--- src/rtl/muldiv_sequencer.sv ---
// Multi-cycle RV32M multiply/divide sequencer: radix-2 shift-add multiply and
// restoring divide, with a fast path for divide-by-zero and signed overflow.
module muldiv_sequencer #(
  parameter int XLEN = 32
) (
  input  logic            clk_i,
  input  logic            reset_i,
  input  logic            start_i,
  input  logic            kill_i,
  input  logic [2:0]      funct3_i,
  input  logic [XLEN-1:0] op_a_i,
  input  logic [XLEN-1:0] op_b_i,
  output logic            busy_o,
  output logic            stall_o,
  output logic            done_o,
  output logic [XLEN-1:0] result_o
);

  localparam int CW = $clog2(XLEN);

  typedef enum logic [1:0] {
    IDLE = 2'd0,
    RUN  = 2'd1,
    FIX  = 2'd2,
    DONE = 2'd3
  } state_t;

  state_t              state_q, state_d;
  logic [CW-1:0]       cnt_q, cnt_d;
  logic [2:0]          funct3_q, funct3_d;
  logic                neg_a_q, neg_a_d;
  logic                neg_b_q, neg_b_d;
  logic [XLEN-1:0]     opnd_q, opnd_d;
  logic [2*XLEN-1:0]   acc_q, acc_d;
  logic [XLEN-1:0]     result_q, result_d;

  logic                accept;
  logic                a_signed, b_signed, in_neg_a, in_neg_b;
  logic [XLEN-1:0]     abs_a, abs_b;
  logic                is_div_in, div_by_zero, sgn_overflow, fast_path;
  logic [XLEN-1:0]     fast_value;
  logic [XLEN:0]       mul_sum;
  logic [XLEN:0]       rem_wide;
  logic                rem_geq;
  logic [XLEN-1:0]     rem_diff;
  logic [2*XLEN-1:0]   prod_fixed;
  logic [XLEN-1:0]     quot_fixed, rem_fixed, fix_value;

  assign accept = start_i && !kill_i && (state_q == IDLE || state_q == DONE);

  // MULH, DIV and REM treat both operands as signed; MULHSU only op_a.
  assign a_signed  = (funct3_i == 3'b001) || (funct3_i == 3'b010) ||
                     (funct3_i == 3'b100) || (funct3_i == 3'b110);
  assign b_signed  = (funct3_i == 3'b001) || (funct3_i == 3'b100) ||
                     (funct3_i == 3'b110);
  assign in_neg_a  = a_signed && op_a_i[XLEN-1];
  assign in_neg_b  = b_signed && op_b_i[XLEN-1];
  assign abs_a     = in_neg_a ? (~op_a_i + 1'b1) : op_a_i;
  assign abs_b     = in_neg_b ? (~op_b_i + 1'b1) : op_b_i;

  assign is_div_in    = funct3_i[2];
  assign div_by_zero  = is_div_in && (op_b_i == '0);
  assign sgn_overflow = is_div_in && !funct3_i[0] &&
                        (op_a_i == {1'b1, {(XLEN-1){1'b0}}}) && (op_b_i == '1);
  assign fast_path    = div_by_zero || sgn_overflow;

  always_comb begin
    fast_value = '0;
    if (div_by_zero)
      fast_value = funct3_i[1] ? op_a_i : '1;
    else if (sgn_overflow)
      fast_value = funct3_i[1] ? '0 : op_a_i;
  end

  // Multiply: add multiplicand into the upper half, keep the carry for the shift.
  assign mul_sum  = {1'b0, acc_q[2*XLEN-1:XLEN]} + (acc_q[0] ? {1'b0, opnd_q} : '0);
  // Divide: shifted remainder needs XLEN+1 bits before the compare.
  assign rem_wide = acc_q[2*XLEN-1:XLEN-1];
  assign rem_geq  = rem_wide >= {1'b0, opnd_q};
  assign rem_diff = rem_wide[XLEN-1:0] - opnd_q;

  assign prod_fixed = (neg_a_q ^ neg_b_q) ? (~acc_q + 1'b1) : acc_q;
  assign quot_fixed = (neg_a_q ^ neg_b_q) ? (~acc_q[XLEN-1:0] + 1'b1) : acc_q[XLEN-1:0];
  assign rem_fixed  = neg_a_q ? (~acc_q[2*XLEN-1:XLEN] + 1'b1) : acc_q[2*XLEN-1:XLEN];

  always_comb begin
    fix_value = prod_fixed[XLEN-1:0];
    case (funct3_q)
      3'b000:                 fix_value = prod_fixed[XLEN-1:0];
      3'b001, 3'b010, 3'b011: fix_value = prod_fixed[2*XLEN-1:XLEN];
      3'b100, 3'b101:         fix_value = quot_fixed;
      default:                fix_value = rem_fixed;
    endcase
  end

  always_ff @(posedge clk_i or posedge reset_i) begin
    if (reset_i) begin
      state_q  <= IDLE;
      cnt_q    <= '0;
      funct3_q <= '0;
      neg_a_q  <= 1'b0;
      neg_b_q  <= 1'b0;
      opnd_q   <= '0;
      acc_q    <= '0;
      result_q <= '0;
    end else begin
      state_q  <= state_d;
      cnt_q    <= cnt_d;
      funct3_q <= funct3_d;
      neg_a_q  <= neg_a_d;
      neg_b_q  <= neg_b_d;
      opnd_q   <= opnd_d;
      acc_q    <= acc_d;
      result_q <= result_d;
    end
  end

  always_comb begin
    state_d = state_q;
    case (state_q)
      IDLE, DONE: begin
        if (accept)
          state_d = fast_path ? DONE : RUN;
        else
          state_d = IDLE;
      end
      RUN: begin
        if (kill_i)
          state_d = IDLE;
        else if (cnt_q == CW'(XLEN-1))
          state_d = FIX;
      end
      FIX:     state_d = kill_i ? IDLE : DONE;
      default: state_d = IDLE;
    endcase
  end

  always_comb begin
    cnt_d    = cnt_q;
    funct3_d = funct3_q;
    neg_a_d  = neg_a_q;
    neg_b_d  = neg_b_q;
    opnd_d   = opnd_q;
    acc_d    = acc_q;
    result_d = result_q;
    if (accept) begin
      cnt_d    = '0;
      funct3_d = funct3_i;
      neg_a_d  = in_neg_a;
      neg_b_d  = in_neg_b;
      opnd_d   = is_div_in ? abs_b : abs_a;
      acc_d    = {{XLEN{1'b0}}, (is_div_in ? abs_a : abs_b)};
      if (fast_path)
        result_d = fast_value;
    end else if (state_q == RUN && !kill_i) begin
      cnt_d = cnt_q + 1'b1;
      if (funct3_q[2])
        acc_d = {(rem_geq ? rem_diff : rem_wide[XLEN-1:0]), acc_q[XLEN-2:0], rem_geq};
      else
        acc_d = {mul_sum, acc_q[XLEN-1:1]};
    end else if (state_q == FIX && !kill_i) begin
      result_d = fix_value;
    end
  end

  always_comb begin
    busy_o   = (state_q == RUN) || (state_q == FIX);
    done_o   = (state_q == DONE);
    stall_o  = busy_o || accept;
    result_o = result_q;
  end

endmodule

--- config.mk ---
export PLATFORM = sky130hd
export DESIGN_NAME = muldiv_sequencer
export DESIGN_NICKNAME = d
export VERILOG_FILES = /design/src/rtl/muldiv_sequencer.sv
export SDC_FILE = /design/constraint.sdc
export NUM_CORES = 1
export LEC_CHECK = 0
export BUFFER_PORTS_ARGS = -buffer_cell sky130_fd_sc_hd__buf_4
export CAP_MARGIN = 10
export CORE_ASPECT_RATIO = 0.9
export CORE_UTILIZATION = 63
export CTS_CLUSTER_DIAMETER = 150
export DETAILED_ROUTE_END_ITERATION = 16
export GPL_TIMING_DRIVEN = 0
export PLACE_DENSITY = 0.93
export SLEW_MARGIN = 20
export SYNTH_ARGS = -nofsm -noshare
export SYNTH_HDL_FRONTEND = slang
export SYNTH_SLANG_ARGS = --single-unit
--- constraint.sdc ---
create_clock -name clk_i -period 5.45 [get_ports clk_i]
set_input_delay 0.8175 -clock clk_i [delete_from_list [all_inputs] [get_ports clk_i]]
set_output_delay 0.8175 -clock clk_i [all_outputs]
set_load 0.02 [all_outputs]
==> impl_metrics.tcl <==
set metrics [dict create \
    status "completed" \
    worstSetupStartpoint "acc_q[0]" \
    p_per_area_nw_per_um2 672 \
    post-cts-setup-buffers 0 \
    viasPerCell 7.28 \
    cts-hold-fix-buffers 0 \
    drc 0 \
    ant_nets 0 \
    finalHoldViolCount 0 \
    yosysSeqAreaShare_pct 23.7 \
    multi_input_area_um2 10400 \
    placed_cell_area_um2 16000 \
    stdcell_area_um2 16500 \
    syn_area_um2 14800 \
    p_sw_uw 6350 \
    synthCells 1962 \
    synth-main-ff-cell "dfrtp_1" \
    ctsResizeCount 0 \
    dpl.hpwl_um 49200 \
    switching_share_pct 57.2 \
    routed_wl_um 62900 \
    grt_start_max_net_pins 97 \
    combPwrFrac_pct 72.1 \
    synth-seq-cells 140 \
    crit_type "flop to flop" \
    die_area_um2 24100 \
    cp-start-kind "flop" \
    syn_area_per_cell_um2 7.53 \
    vias 17500 \
    synth.top_cell.area_share_pct 23.7 \
    pin_count 106 \
    ir_drop_v 0.000442 \
    cts_tree "yes" \
    clk_latency_ps 450 \
    wl_per_cell_um 26.2 \
    clkSlewWorstSetupHoldPaths_ps 80 \
    synthTopCellsByArea "dfrtp_1, xnor2_1, ha_1" \
    fp-row-count 52 \
    gp_congestion 1.12 \
    grt_first_pass_wirelength_um 92600 \
    timing.final.crit_share_pct 87.3 \
    synth_warnings 0 \
    synth_most_common_cell "nand2_1" \
    yosysUniqueCellTypes 73 \
    drive_gt1_share_pct 9.15 \
    relSlewSlack_pct 31.5 \
    syn_nets 2109 \
    htreeDepth 4 \
    cts_root_buf "clkbuf_16" \
    rrSetupSlack_ps 690 \
    drtIter0Drc 2907 \
    dr.pass1.iters 7 \
    portBuffers 104 \
    fin_crit_ps 4760 \
    grt_pass1_vias 15800 \
    hp-class "input pin to asynchronous set/reset pin" \
    crit_fanout 10 \
    r2r-start "acc_q[0]" \
    setup_viol 0 \
    seq_area_um2 3500 \
    antenna_found_initial 1 \
    finalNetCount 2233 \
    drv_cap 0 \
    max_freq_mhz 210 \
    grt.overflow.total 0 \
    holdWs_ps 338 \
    core_area_um2 22800 \
    area_growth_pct 11.9 \
    tightestPinTransition_ps 1020 \
    cts_buffer_depth 2 \
    start_util_pct 64.9 \
    clock-sinks 140 \
    ys_top_cells_by_count "nand2_1, nor2_1, a21oi_1" \
    p_leak_uw 0.00706 \
    synth_top_cell_by_area "dfrtp_1" \
    p_int_uw 4760 \
    cts_buffers 17 \
    end_kind "flop" \
    seqPwrFrac_pct 17.2 \
    worst-endpoint-required_ps 5760 \
    die_y_um 147 \
    cp.arrival_ps 5070 \
    power.share.clock_pct 10.7 \
    synth_edf_count 0 \
    rsz0062_at_grt "false" \
    synthArstFlopShare_pct 100 \
    slew_viol_final 0 \
    dieWidth_um 163 \
    finalClockSkew_ps 14.8 \
    fillers 1848 \
    grt_usage_pct 51.6 \
]
-- critical path, stage by stage, from the launching register on --
cell and delay (ps):
dfrtp_1 500, inv_1 330, buf_1 640, ha_1 310, inv_1 70, nor3_1 760
nand4_1 320, nor2_1 510, nand2_1 210, o21ai_0 210, nor2_1 60, a311oi_1 550
o31ai_1 140
-- final cells by class --
cell class              count  area share (%)
clock buffers              18            2.66
clock inverters            14           0.765
flip-flops and latches    140            21.2
plain buffers             144            3.41
well taps                 297            2.25
inverters                  76            1.77
diodes                      2          0.0303
multi-input cells        1602            63.0
repair buffers            105            4.89
-- kinds of logic after synthesis --
| family | count (synthesis) | synth area share, % |
|---|---|---|
| buf+inv | 220 | 5.75 |
| fa+ha+maj | 76 | 6.54 |
| flops | 140 | 23.7 |
| compound gates | 656 | 28.9 |
| mux | 64 | 4.37 |
| xor+xnor | 185 | 11.0 |
| simple gates | 621 | 19.7 |
-- per-stage QoR --
stage | util, % | std cells | TNS (ps) | worst slack, ps | power (uW)
after CTS | 72.5 | 2396 | 0 | 1100 | 10600
after global routing | 72.5 | 2396 | 0 | 724 | 11600
after floorplan | - | 1962 | 0 | 880 | 7030
final | 72.6 | 2398 | 0 | 690 | 11100
after detailed placement | 70.1 | 2364 | 0 | 1120 | 9430
after global placement | 69.9 | 2363 | -97800 | -718 | 9270
-- path summary, 6_finish.rpt --
path | end | cells past startpoint
max in group asynchronous | acc_q[22] | 3
min | acc_q[37] | 2
max reg2reg | result_o[30] | 12
min reg2reg | opnd_q[11] | 1
max | result_o[30] | 12
min in group clk_i | opnd_q[11] | 1
-- power groups by stage --
stage                     clock, uW  combinational [uW]  sequential, uW
final                          1190                8010            1910
after global routing           1210                8420            1940
after CTS                      1160                7590            1880
after detailed placement          0                7540            1900
after global placement            0                7400            1870
after floorplan                   0                5130            1890
-- layout by cell type, fill, tap and decap left out, types with 11 or more instances in the layout --
cell and count:
nor4_1 17, a22oi_1 19, xor2_1 76, inv_1 73, o221ai_1 32, o31ai_1 41
o211ai_1 44, a221oi_1 15, buf_4 104, xnor2_1 109, o21a_1 11, ha_1 74
dfrtp_1 140, or2_2 14, or4_1 21, buf_1 11, nand3_1 41, a21o_1 24
a21oi_1 173, clkbuf_1 124, or3_1 22, a31oi_1 26, nor3_1 39, clkbuf_16 17
and3_1 11, nor2_1 190, mux2i_1 60, o21ai_0 161, a211oi_1 21, nand4_1 25
nand2_1 194
-- flip-flops by register name, indices dropped and copies added (netlist names) --
name and cells:
neg_a_q 1, cnt_q 5, state_q 2, neg_b_q 1, acc_q 64, funct3_q 3
result_o 32, opnd_q 32
-- layer usage --
layer / wire [um] / vias up / global-route usage [%]
met5: 0 / - / 0
met4: 4310 / 0 / 29.7
met3: 10700 / 320 / 22.0
met2: 24200 / 1588 / 68.5
met1: 23700 / 8130 / 69.0
li1: - / 7430 / -
Note: power is estimated with default switching activity, not from simulation.
